<file path="config.mk">
export PLATFORM = sky130hd
export DESIGN_NAME = instr_load_buffer_flat
export DESIGN_NICKNAME = d
export VERILOG_FILES = /design/src/rtl/instr_load_buffer_pkg.sv /design/src/rtl/instr_load_buffer_if.sv /design/src/rtl/instr_load_buffer_mem.sv /design/src/rtl/instr_load_buffer.sv /design/src/flat_wrapper.sv
export SDC_FILE = /design/constraint.sdc
export NUM_CORES = 1
export LEC_CHECK = 0
export CAP_MARGIN = 15
export CORE_MARGIN = 4
export CORE_UTILIZATION = 30
export CTS_BUF_LIST = sky130_fd_sc_hd__clkbuf_4 sky130_fd_sc_hd__clkbuf_8
export DETAILED_ROUTE_END_ITERATION = 6
export HOLD_SLACK_MARGIN = 0.02
export PLACE_DENSITY_LB_ADDON = 0.08
export SETUP_SLACK_MARGIN = 0.5
export SLEW_MARGIN = 15
export SYNTH_ARGS = -nofsm -noshare
export SYNTH_HDL_FRONTEND = slang
export SYNTH_SLANG_ARGS = --single-unit
</file>
<file path="constraint.sdc">
create_clock -name clk -period 4.15 [get_ports clk]
set_clock_uncertainty 0.15 [all_clocks]
set_input_delay 0.83 -clock clk [delete_from_list [all_inputs] [get_ports clk]]
set_output_delay 0.83 -clock clk [all_outputs]
set_load 0.03 [all_outputs]
</file>
<file path="src/rtl/instr_load_buffer_pkg.sv">
// Shared types and default sizing for the instruction load buffer.
package ibuf_pkg;

  localparam int IBUF_WORD_W = 32;
  localparam int IBUF_DEPTH  = 16;

  typedef enum logic [1:0] {
    IDLE = 2'd0,
    FILL = 2'd1,
    RUN  = 2'd2
  } ibuf_state_e;

endpackage

</file>
<file path="src/rtl/instr_load_buffer_if.sv">
// Bus bundle for instr_load_buffer: write/read ports, status flags and FSM debug state.
interface instr_load_buffer_if
  import ibuf_pkg::*;
#(
  parameter int WORD_W = IBUF_WORD_W,
  parameter int DEPTH  = IBUF_DEPTH
);
  localparam int IDX_W = $clog2(DEPTH);

  // Write handshake: a word transfers on a rising clk edge where wr_valid && wr_ready;
  // wr_ready never depends on wr_valid, and a clear in the same cycle drops the word.
  logic              wr_valid;
  logic              wr_ready;
  logic [IDX_W-1:0]  wr_idx;
  logic [WORD_W-1:0] wr_data;

  logic              rd_en;
  logic [IDX_W-1:0]  rd_idx;
  logic [WORD_W-1:0] rd_data;
  logic              rd_valid;
  logic              rd_perr;

  logic              clear;
  logic [IDX_W:0]    fill_cnt;
  logic              full;
  logic              empty;
  logic              start;
  logic              running;
  ibuf_state_e       dbg_state;

  modport master (
    output wr_valid, wr_idx, wr_data, rd_en, rd_idx, clear,
    input  wr_ready, rd_data, rd_valid, rd_perr, fill_cnt, full, empty,
           start, running, dbg_state
  );

  modport slave (
    input  wr_valid, wr_idx, wr_data, rd_en, rd_idx, clear,
    output wr_ready, rd_data, rd_valid, rd_perr, fill_cnt, full, empty,
           start, running, dbg_state
  );

endinterface

</file>
<file path="src/rtl/instr_load_buffer_mem.sv">
// Instruction storage: one write port, one registered read port (read-before-write).
// With IBUF_PARITY_EN defined each entry also keeps an even-parity bit checked on read.
module ibuf_mem #(
  parameter int WORD_W = 32,
  parameter int DEPTH  = 16,
  parameter int IDX_W  = $clog2(DEPTH)
) (
  input  logic              clk,
  input  logic              rst,
  input  logic              we_i,
  input  logic [IDX_W-1:0]  widx_i,
  input  logic [WORD_W-1:0] wdata_i,
  input  logic              re_i,
  input  logic [IDX_W-1:0]  ridx_i,
  output logic [WORD_W-1:0] rdata_o,
  output logic              perr_o
);

  logic [WORD_W-1:0] mem_q [DEPTH];
  logic [WORD_W-1:0] rdata_q;

  always_ff @(posedge clk) begin
    if (we_i) mem_q[widx_i] <= wdata_i;
  end

  always_ff @(posedge clk or posedge rst) begin
    if (rst)       rdata_q <= '0;
    else if (re_i) rdata_q <= mem_q[ridx_i];
  end

  assign rdata_o = rdata_q;

`ifdef IBUF_PARITY_EN
  logic [DEPTH-1:0] par_q;
  logic             rpar_q;

  always_ff @(posedge clk) begin
    if (we_i) par_q[widx_i] <= ^wdata_i;
  end

  always_ff @(posedge clk or posedge rst) begin
    if (rst)       rpar_q <= 1'b0;
    else if (re_i) rpar_q <= par_q[ridx_i];
  end

  assign perr_o = (^rdata_q) != rpar_q;
`else
  assign perr_o = 1'b0;
`endif

endmodule

</file>
<file path="src/rtl/instr_load_buffer.sv">
// Instruction load buffer: fill entries by index until a zero marker or full, then RUN.
// Optional per-entry parity is enabled by defining IBUF_PARITY_EN.
module instr_load_buffer
  import ibuf_pkg::*;
#(
  parameter int WORD_W = IBUF_WORD_W,
  parameter int DEPTH  = IBUF_DEPTH
) (
  input logic               clk,
  input logic               rst,
  instr_load_buffer_if.slave bus
);

  localparam int             IDX_W    = $clog2(DEPTH);
  localparam logic [IDX_W:0] FULL_CNT = (IDX_W+1)'(DEPTH);

  ibuf_state_e       state_q, state_d;
  logic [DEPTH-1:0]  valid_q, valid_d;
  logic [IDX_W:0]    cnt_q, cnt_d;
  logic              start_q, start_d;
  logic              rd_valid_q;
  logic              wr_acc, wr_marker, wr_store;
  logic [WORD_W-1:0] mem_rdata;
  logic              mem_perr;

  assign wr_acc    = bus.wr_valid && (state_q != RUN) && !bus.clear;
  assign wr_marker = wr_acc && (bus.wr_data == '0);
  assign wr_store  = wr_acc && (bus.wr_data != '0);

  always_comb begin
    state_d = state_q;
    valid_d = valid_q;
    cnt_d   = cnt_q;
    if (bus.clear) begin
      state_d = IDLE;
      valid_d = '0;
      cnt_d   = '0;
    end else if (wr_marker) begin
      state_d = RUN;
    end else if (wr_store) begin
      valid_d[bus.wr_idx] = 1'b1;
      if (!valid_q[bus.wr_idx]) cnt_d = cnt_q + 1'b1;
      state_d = (cnt_d == FULL_CNT) ? RUN : FILL;
    end
    // start is registered so it lands on the first RUN cycle only
    start_d = (state_d == RUN) && (state_q != RUN);
  end

  always_ff @(posedge clk or posedge rst) begin
    if (rst) begin
      state_q    <= IDLE;
      valid_q    <= '0;
      cnt_q      <= '0;
      start_q    <= 1'b0;
      rd_valid_q <= 1'b0;
    end else begin
      state_q    <= state_d;
      valid_q    <= valid_d;
      cnt_q      <= cnt_d;
      start_q    <= start_d;
      rd_valid_q <= bus.rd_en && valid_q[bus.rd_idx];
    end
  end

  ibuf_mem #(
    .WORD_W (WORD_W),
    .DEPTH  (DEPTH),
    .IDX_W  (IDX_W)
  ) u_mem (
    .clk     (clk),
    .rst     (rst),
    .we_i    (wr_store),
    .widx_i  (bus.wr_idx),
    .wdata_i (bus.wr_data),
    .re_i    (bus.rd_en),
    .ridx_i  (bus.rd_idx),
    .rdata_o (mem_rdata),
    .perr_o  (mem_perr)
  );

  // Unloaded entries read as zero regardless of stale array contents
  assign bus.rd_data   = rd_valid_q ? mem_rdata : '0;
  assign bus.rd_valid  = rd_valid_q;
  assign bus.rd_perr   = rd_valid_q & mem_perr;
  assign bus.wr_ready  = (state_q != RUN);
  assign bus.fill_cnt  = cnt_q;
  assign bus.full      = (cnt_q == FULL_CNT);
  assign bus.empty     = (cnt_q == '0);
  assign bus.start     = start_q;
  assign bus.running   = (state_q == RUN);
  assign bus.dbg_state = state_q;

endmodule

</file>
<file path="src/flat_wrapper.sv">
// flat-port wrapper written by rule: the top's interface ports become plain ports
module instr_load_buffer_flat import ibuf_pkg::*;
#(
  parameter int WORD_W = IBUF_WORD_W,
  parameter int DEPTH  = IBUF_DEPTH
)
  (clk, rst, bus_wr_valid, bus_wr_idx, bus_wr_data, bus_rd_en, bus_rd_idx, bus_clear, bus_wr_ready, bus_rd_data, bus_rd_valid, bus_rd_perr, bus_fill_cnt, bus_full, bus_empty, bus_start, bus_running, bus_dbg_state);
  instr_load_buffer_if #(.WORD_W(WORD_W), .DEPTH(DEPTH)) bus_i ();
  input logic clk;
  input logic rst;
  input wire logic [$bits(bus_i.wr_valid)-1:0] bus_wr_valid;
  input wire logic [$bits(bus_i.wr_idx)-1:0] bus_wr_idx;
  input wire logic [$bits(bus_i.wr_data)-1:0] bus_wr_data;
  input wire logic [$bits(bus_i.rd_en)-1:0] bus_rd_en;
  input wire logic [$bits(bus_i.rd_idx)-1:0] bus_rd_idx;
  input wire logic [$bits(bus_i.clear)-1:0] bus_clear;
  output wire logic [$bits(bus_i.wr_ready)-1:0] bus_wr_ready;
  output wire logic [$bits(bus_i.rd_data)-1:0] bus_rd_data;
  output wire logic [$bits(bus_i.rd_valid)-1:0] bus_rd_valid;
  output wire logic [$bits(bus_i.rd_perr)-1:0] bus_rd_perr;
  output wire logic [$bits(bus_i.fill_cnt)-1:0] bus_fill_cnt;
  output wire logic [$bits(bus_i.full)-1:0] bus_full;
  output wire logic [$bits(bus_i.empty)-1:0] bus_empty;
  output wire logic [$bits(bus_i.start)-1:0] bus_start;
  output wire logic [$bits(bus_i.running)-1:0] bus_running;
  output wire logic [$bits(bus_i.dbg_state)-1:0] bus_dbg_state;
  assign bus_i.wr_valid = bus_wr_valid;
  assign bus_i.wr_idx = bus_wr_idx;
  assign bus_i.wr_data = bus_wr_data;
  assign bus_i.rd_en = bus_rd_en;
  assign bus_i.rd_idx = bus_rd_idx;
  assign bus_i.clear = bus_clear;
  assign bus_wr_ready = bus_i.wr_ready;
  assign bus_rd_data = bus_i.rd_data;
  assign bus_rd_valid = bus_i.rd_valid;
  assign bus_rd_perr = bus_i.rd_perr;
  assign bus_fill_cnt = bus_i.fill_cnt;
  assign bus_full = bus_i.full;
  assign bus_empty = bus_i.empty;
  assign bus_start = bus_i.start;
  assign bus_running = bus_i.running;
  assign bus_dbg_state = bus_i.dbg_state;
  instr_load_buffer #(.WORD_W(WORD_W), .DEPTH(DEPTH)) u_core (.clk(clk), .rst(rst), .bus(bus_i));
endmodule
</file>
==> results of run 1 <==
==> critical path, stage by stage <==
cell and delay, ns:
clkdlybuf4s50_1 0.69, nor4_1 0.17, nand4_1 0.22, buf_4 0.15, o211ai_1 0.13, or3_1 0.48
buf_4 0.20, nor2_4 0.77
==> kinds of logic (layout without fill, tap and decap cells) <==
family / count (synthesis) / after routing / synth area share, %
compound gates: 27 / 27 / 0.8053
buf+inv: 81 / 385 / 1.717
simple gates: 97 / 97 / 2.506
mux: 213 / 213 / 19.19
other cells: 1 / 5 / 0.01688
xor+xnor: 1 / 1 / 0.03942
fa+ha+maj: 2 / 2 / 0.1126
flops: 569 / 569 / 75.61
==> cell type report <==
cell class                 instances  area (um^2)
multi-input combinational        341         5164
inverter                          23        88.84
clock inverter                    43        257.7
tap                              959         1200
timing repair buffer             180         1933
antenna                            4        10.01
sequential                       569        16800
clock buffer                     139         1732
fill                            6688        46020
==> per-layer routing <==
metal  vias up  part of all wire, %
met5         -                    0
li1       4609                    -
met2       278                   42
met1      5891                   52
met3        67                  5.0
met4         0                  1.5
==> through the flow <==
step	setup TNS [ns]	power [uW]	setup WS [ns]	area, um^2
after floorplan	0	6888	0.1996	22230
after CTS	0	12490	0.5402	27180
final	0	12270	0.5882	27190
after global placement	-67.48	7292	-0.3246	25110
after global routing	0	12830	0.4850	27180
after detailed placement	-76.70	7301	-0.3434	25180
==> cells in the mapped netlist, drive strengths merged <==
| cell type | n |
|---|---|
| clkbuf | 27 |
| o22ai | 17 |
| nor4 | 9 |
| conb | 1 |
| or2 | 2 |
| and2 | 33 |
| or4 | 2 |
| a2111oi | 1 |
| mux2 | 34 |
| nand2b | 8 |
| nor4b | 1 |
| xnor2 | 1 |
| nand3b | 1 |
| a31oi | 1 |
| nand3 | 1 |
| a21boi | 1 |
| ha | 2 |
| or3 | 4 |
| or3b | 1 |
| and4b | 1 |
| a2111o | 1 |
| and3 | 2 |
| o21ai | 1 |
| nor2 | 21 |
| nand4b | 1 |
| mux2i | 12 |
| o211ai | 1 |
| nand4 | 2 |
| dfrtp | 57 |
| nor3 | 2 |
| mux4 | 167 |
| nor4bb | 1 |
| edfxtp | 512 |
| buf | 31 |
| a21oi | 2 |
| a221oi | 1 |
| o31ai | 1 |
| nand2 | 5 |
| inv | 23 |
==> where the power goes <==
group	switching [uW]	internal, uW	total [uW]
combinational	438	346	785
clock	2280	2820	5100
sequential	42.8	6340	6380
==> sequential cells by signal, summed over array words and instances, names as in the netlist <==
signal	flops
u_core.u_mem.mem_q	512
u_core.bus.rd_valid	1
u_core.bus.dbg_state	2
u_core.bus.start	1
u_core.valid_q	16
u_core.u_mem.rdata_o	32
u_core.bus.fill_cnt	5
==> worst min path at each step <==
stage	startpoint	to	slack, ns	cells past startpoint
CTS	u_core.u_mem.rdata_o[13]$_DFFE_PP0P_	u_core.u_mem.rdata_o[13]$_DFFE_PP0P_	0.35	1
global route	u_core.u_mem.rdata_o[15]$_DFFE_PP0P_	u_core.u_mem.rdata_o[15]$_DFFE_PP0P_	0.37	1
global placement	u_core.u_mem.rdata_o[3]$_DFFE_PP0P_	u_core.u_mem.rdata_o[3]$_DFFE_PP0P_	0.33	1
finish	u_core.u_mem.rdata_o[14]$_DFFE_PP0P_	u_core.u_mem.rdata_o[14]$_DFFE_PP0P_	0.35	1
detailed placement	u_core.u_mem.rdata_o[13]$_DFFE_PP0P_	u_core.u_mem.rdata_o[13]$_DFFE_PP0P_	0.34	1
floorplan	u_core.u_mem.rdata_o[14]$_DFFE_PP0P_	u_core.u_mem.rdata_o[14]$_DFFE_PP0P_	0.32	1
==> timing repair <==
action                                  in CTS  in global routing
pin swaps                                    0                  0
endpoints found under the setup margin     115                 21
gates resized for setup                      2                  0
==> key figures, run 1 <==
Status
  – Result of the run: completed

GRT
  – Global route hottest layer: met1
  – GR Overflow Total: 0
  – Initial antenna violation count: 7
  – M2 GR Usage: 20.82%
  – Largest net degree at the start of global routing: 48
  – All-Layer GR Usage: between 10% and 20%
  – Met1 Use GR: about 25%
  – Vias in the first global route: 11.48k
  – First-pass GRT wire length: 85.40 mm
  – Met3 Usage GRT: under 10%

Finish
  – Final core occ: 37.14%
  – Layout cells sized above 1: 36.99%
  – Final net count: 1260
  – Layout Cells excl Fill: 2258
  – Area delta synth->final: 22.37%
  – Commonest non-fill, non-tap cell in the layout: edfxtp_1
  – Most frequent cells in the layout: edfxtp_1, mux4_2, clkbuf_8, clkdlybuf4s50_1, buf_4

Power
  – Power Dens Cells: 451.2 nW/um^2
  – Peak VDD IR: 0.0001717 V
  – Pleak: 0.008800 uW

Worst setup path
  – Critical Path AT: 3.69 ns
  – CP required: 4.28 ns
  – Worst Setup EP: u_core.u_mem.mem_q[11][23]$_DFFE_PP_
  – Critical R2R Capture: u_core.u_mem.mem_q[11][23]$_DFFE_PP_
  – Critical Path Source Type: input port
  – Setup crit start: bus_wr_data[25]
  – Reg2Reg Depth: 7
  – Worst r2r src: u_core.bus.dbg_state[0]$_DFF_PP0_
  – CP Capture Type: flop
  – Worst reg2reg setup slack: slightly below 1 ns
  – Crit-path max FO: 32
  – Worst setup path class: in -> reg

Clock network
  – Clock Path Buffers: 3
  – H-tree depth: 3
  – CTS tree: yes
  – Inserted Clock Buffers: 98
  – Clock insertion delay at the later pin of the skew report: around 0.66 ns
  – Post-CTS Setup Inserts: 0
  – Clock transition at path regs: 0.06 ns
  – Clock Sinks: 569
  – Root buffer cell: clkbuf_8
  – Hold-fix buffers at CTS: 0

STA
  – Fmax: 280.8 MHz
  – Tcrit/Tclk final: a little under nine tenths
  – Endpoints failing hold: 0
  – Slew @ Worst Pin: about 1.0 ns
  – Final Hold Slack: 0.3471 ns
  – RSZ-0062 raised after global routing: true
  – Setup Viol. Count Final: 0
  – Relative slew slack: 30.87%
  – Slew Limit Fails: 0
  – Minimum clock period: around 3.6 ns

Yosys
  – Yosys Warn Count: 0
  – Post-synthesis sequential area ratio: between 70% and 80%
  – Syn_nets: 1038
  – Post-Syn Area: 22220 um^2
  – Synth area leaders: edfxtp_1, mux4_2, dfrtp_1
  – Dominant cell type by area after synthesis: edfxtp_1
  – Mean Syn Cell Area: 22.42 um^2
  – Flops & latches, synth: 569
  – Netlist cell types: 43
  – Post-Synthesis Cells: 991
  – Synth top area share: 69.19%

Run
  – Max-capacitance violation count: 0

Routing
  – Vias per cell: 4.803
  – Drt total wl: 59.51 mm
  – Wire per inst: about 26 um
  – Pre-antenna DRT Iters: 5
  – Via count: 10.85k
  – DR DRC count: 0
  – Antenna-violating nets left: 0
  – Initial DRC count: 936

Die
  – DIE AREA: 78480 um^2
  – I/O pin total: 91
  – Die width: 280.2 um
  – Core Region: 73210 um^2
  – Initial Util: 30.35%
  – # rows: 99
  – Die H: 280.2 um

Placement
  – Dpl cells: slightly above 2k
  – Gp weighted congestion: 0.7340
  – HPWL Detailed: 39.23 mm
  – Port bufs: 89

Min path
  – HP Class: reg -> reg
No activity file was read; power rests on OpenSTA's default activity.
==> run 2: changes to the inputs <==
--- a/config.mk
+++ b/config.mk
@@ -5,11 +5,11 @@
 export SDC_FILE = /design/constraint.sdc
 export NUM_CORES = 1
 export LEC_CHECK = 0
-export CAP_MARGIN = 15
 export CORE_MARGIN = 4
 export CORE_UTILIZATION = 30
 export CTS_BUF_LIST = sky130_fd_sc_hd__clkbuf_4 sky130_fd_sc_hd__clkbuf_8
 export DETAILED_ROUTE_END_ITERATION = 6
+export GPL_TIMING_DRIVEN = 0
 export HOLD_SLACK_MARGIN = 0.02
 export PLACE_DENSITY_LB_ADDON = 0.08
 export SETUP_SLACK_MARGIN = 0.5
==> key figures, run 2 (same netlist as run 1, synthesis figures left out) <==
GRT
  – Initial antenna violation count: 4
  – All-Layer GR Usage: 15.82%
  – First-pass GRT wire length: a little under 90 mm
  – Vias in the first global route: 11.83k
  – GR Overflow Total: 0
  – Largest net degree at the start of global routing: 42

Routing
  – Initial DRC count: 717
  – Antenna-violating nets left: 0
  – Wire per inst: 26.99 um
  – Via count: between 10k and 15k
  – Vias per cell: 4.817
  – Pre-antenna DRT Iters: 5
  – Drt total wl: 61.25 mm
  – DR DRC count: 0

Finish
  – Commonest non-fill, non-tap cell in the layout: edfxtp_1
  – Layout cells sized above 1: 36.01%
  – Final net count: 1266
  – Max reg flops: 512
  – Footprint of the multi-input gates: 5195 um^2
  – Reg area: between 15000 and 20000 um^2
  – Biggest register: u_core.u_mem.mem_q
  – Final core occ: 37.56%
  – Fillers: 6627
  – Most frequent cells in the layout: edfxtp_1, mux4_2, clkbuf_8, clkdlybuf4s50_1, dfrtp_1
  – Area delta synth->final: 23.73%

Die
  – Die H: between 200 and 300 um
  – I/O pin total: 91
  – Core Region: between 70000 and 80000 um^2
  – DIE AREA: slightly below 80000 um^2
  – # rows: 99
  – Initial Util: just over 30%
  – Die width: 280.2 um

Placement
  – Pre-CTS setup slack: -1.378 ns
  – Gp weighted congestion: 0.6988
  – Port bufs: 83
  – HPWL Detailed: 39.22 mm

Worst setup path
  – Critical Path AT: between 3 and 4 ns
  – Worst reg2reg setup slack: 1.23 ns
  – CP peak stage delay: approximately 0.82 ns
  – CP required: 4.55 ns
  – Critical-path top delay cell: buf_1
  – Worst r2r src: u_core.bus.dbg_state[0]$_DFF_PP0_
  – Critical R2R Capture: u_core.u_mem.mem_q[7][26]$_DFFE_PP_
  – Reg2Reg Depth: 9
  – Crit-path max FO: 10
  – Critical path, cell by cell: clkbuf_1 > clkbuf_1 > buf_1 > mux4_2 > mux4_2 > mux2_2
  – Worst setup path class: in -> reg
  – Critical Path Source Type: input port
  – CP Capture Type: flop

Clock network
  – Inserted Clock Buffers: 103
  – CTS tree: yes
  – Clock Sinks: 569
  – Root buffer cell: clkbuf_8
  – Clock transition at path regs: ~0.06 ns
  – Clock Path Buffers: 3
  – Clock insertion delay at the later pin of the skew report: approximately 0.67 ns
  – H-tree depth: 3

STA
  – Endpoints failing hold: 0
  – Setup Viol. Count Final: 0
  – RSZ-0062 raised after global routing: false
  – Tcrit/Tclk final: 85.99%
  – Minimum clock period: 3.569 ns
  – Slew Limit Fails: 0
  – Final Hold Slack: 0.3457 ns
  – Relative slew slack: 23.39%
  – Fmax: 280.2 MHz
  – Post-route setup slack: 0.5813 ns
  – Slew @ Worst Pin: 1.149 ns

Min path
  – HP Class: in -> async

Power
  – Power Dens Cells: 451.9 nW/um^2
  – Peak VDD IR: 0.0001596 V
  – Pleak: 0.009047 uW

Run
  – Max-capacitance violation count: 0

Status
  – Result of the run: completed
-- run 2: routing by layer --
layer,vias to the layer above,track usage [%],routed length [um]
met5,-,0,0
li1,4633,-,-
met2,274,24.62,28600
met3,85,3.029,2712
met1,5938,22.58,28570
met4,0,5.133,1366
-- run 2: final cells by class --
class / count / area share [%]
tap: 959 / 4.364
multi-input combinational: 341 / 18.90
inverter: 23 / 0.3231
clock inverter: 32 / 0.6872
buffer: 58 / 1.179
timing repair buffer: 123 / 6.380
sequential: 569 / 61.11
antenna: 2 / 0.01820
clock buffer: 162 / 7.040
-- run 2: critical path, delay by kind of cell --
| kind | cells | cell delay, ns |
|---|---|---|
| multiplexers | 3 | 1.22 |
| buffers and inverters | 3 | 1.90 |
-- run 2: how the worst max path moves through the flow --
stage	endpoint	from
after CTS	u_core.u_mem.mem_q[7][26]$_DFFE_PP_	bus_wr_data[6]
final	u_core.u_mem.rdata_o[28]$_DFFE_PP0P_	bus_rd_idx[1]
after global placement	u_core.u_mem.mem_q[12][30]$_DFFE_PP_	bus_wr_data[31]
after floorplan	u_core.u_mem.mem_q[13][0]$_DFFE_PP_	u_core.bus.dbg_state[0]$_DFF_PP0_
after detailed placement	u_core.u_mem.mem_q[9][27]$_DFFE_PP_	bus_wr_data[31]
after global routing	u_core.u_mem.mem_q[7][26]$_DFFE_PP_	bus_wr_data[7]
-- run 2: power breakdown --
group | switching (uW) | internal [uW]
clock | 2300 | 3020
sequential | 39.7 | 6340
combinational | 398 | 320
total | 2740 | 9690
-- run 2: stage by stage --
| step | cell area [um^2] | std cells | setup TNS [ns] | power [uW] |
|---|---|---|---|---|
| CTS | 27410 | 2266 | 0 | 12670 |
| global placement | 24260 | 2033 | -1763.20 | 7205 |
| global route | 27490 | 2268 | 0 | 12980 |
| finish | 27490 | 2269 | 0 | 12430 |
| detailed placement | 25160 | 2064 | -598.58 | 7238 |
| floorplan | 22230 | 991 | 0 | 6888 |
-- run 2: what timing repair did --
item,CTS,global route
pin swaps,8,1
endpoints found under the setup margin,558,241
setup buffers,8,1
hold buffers,0,0
resized for setup,17,30
cloned,0,0
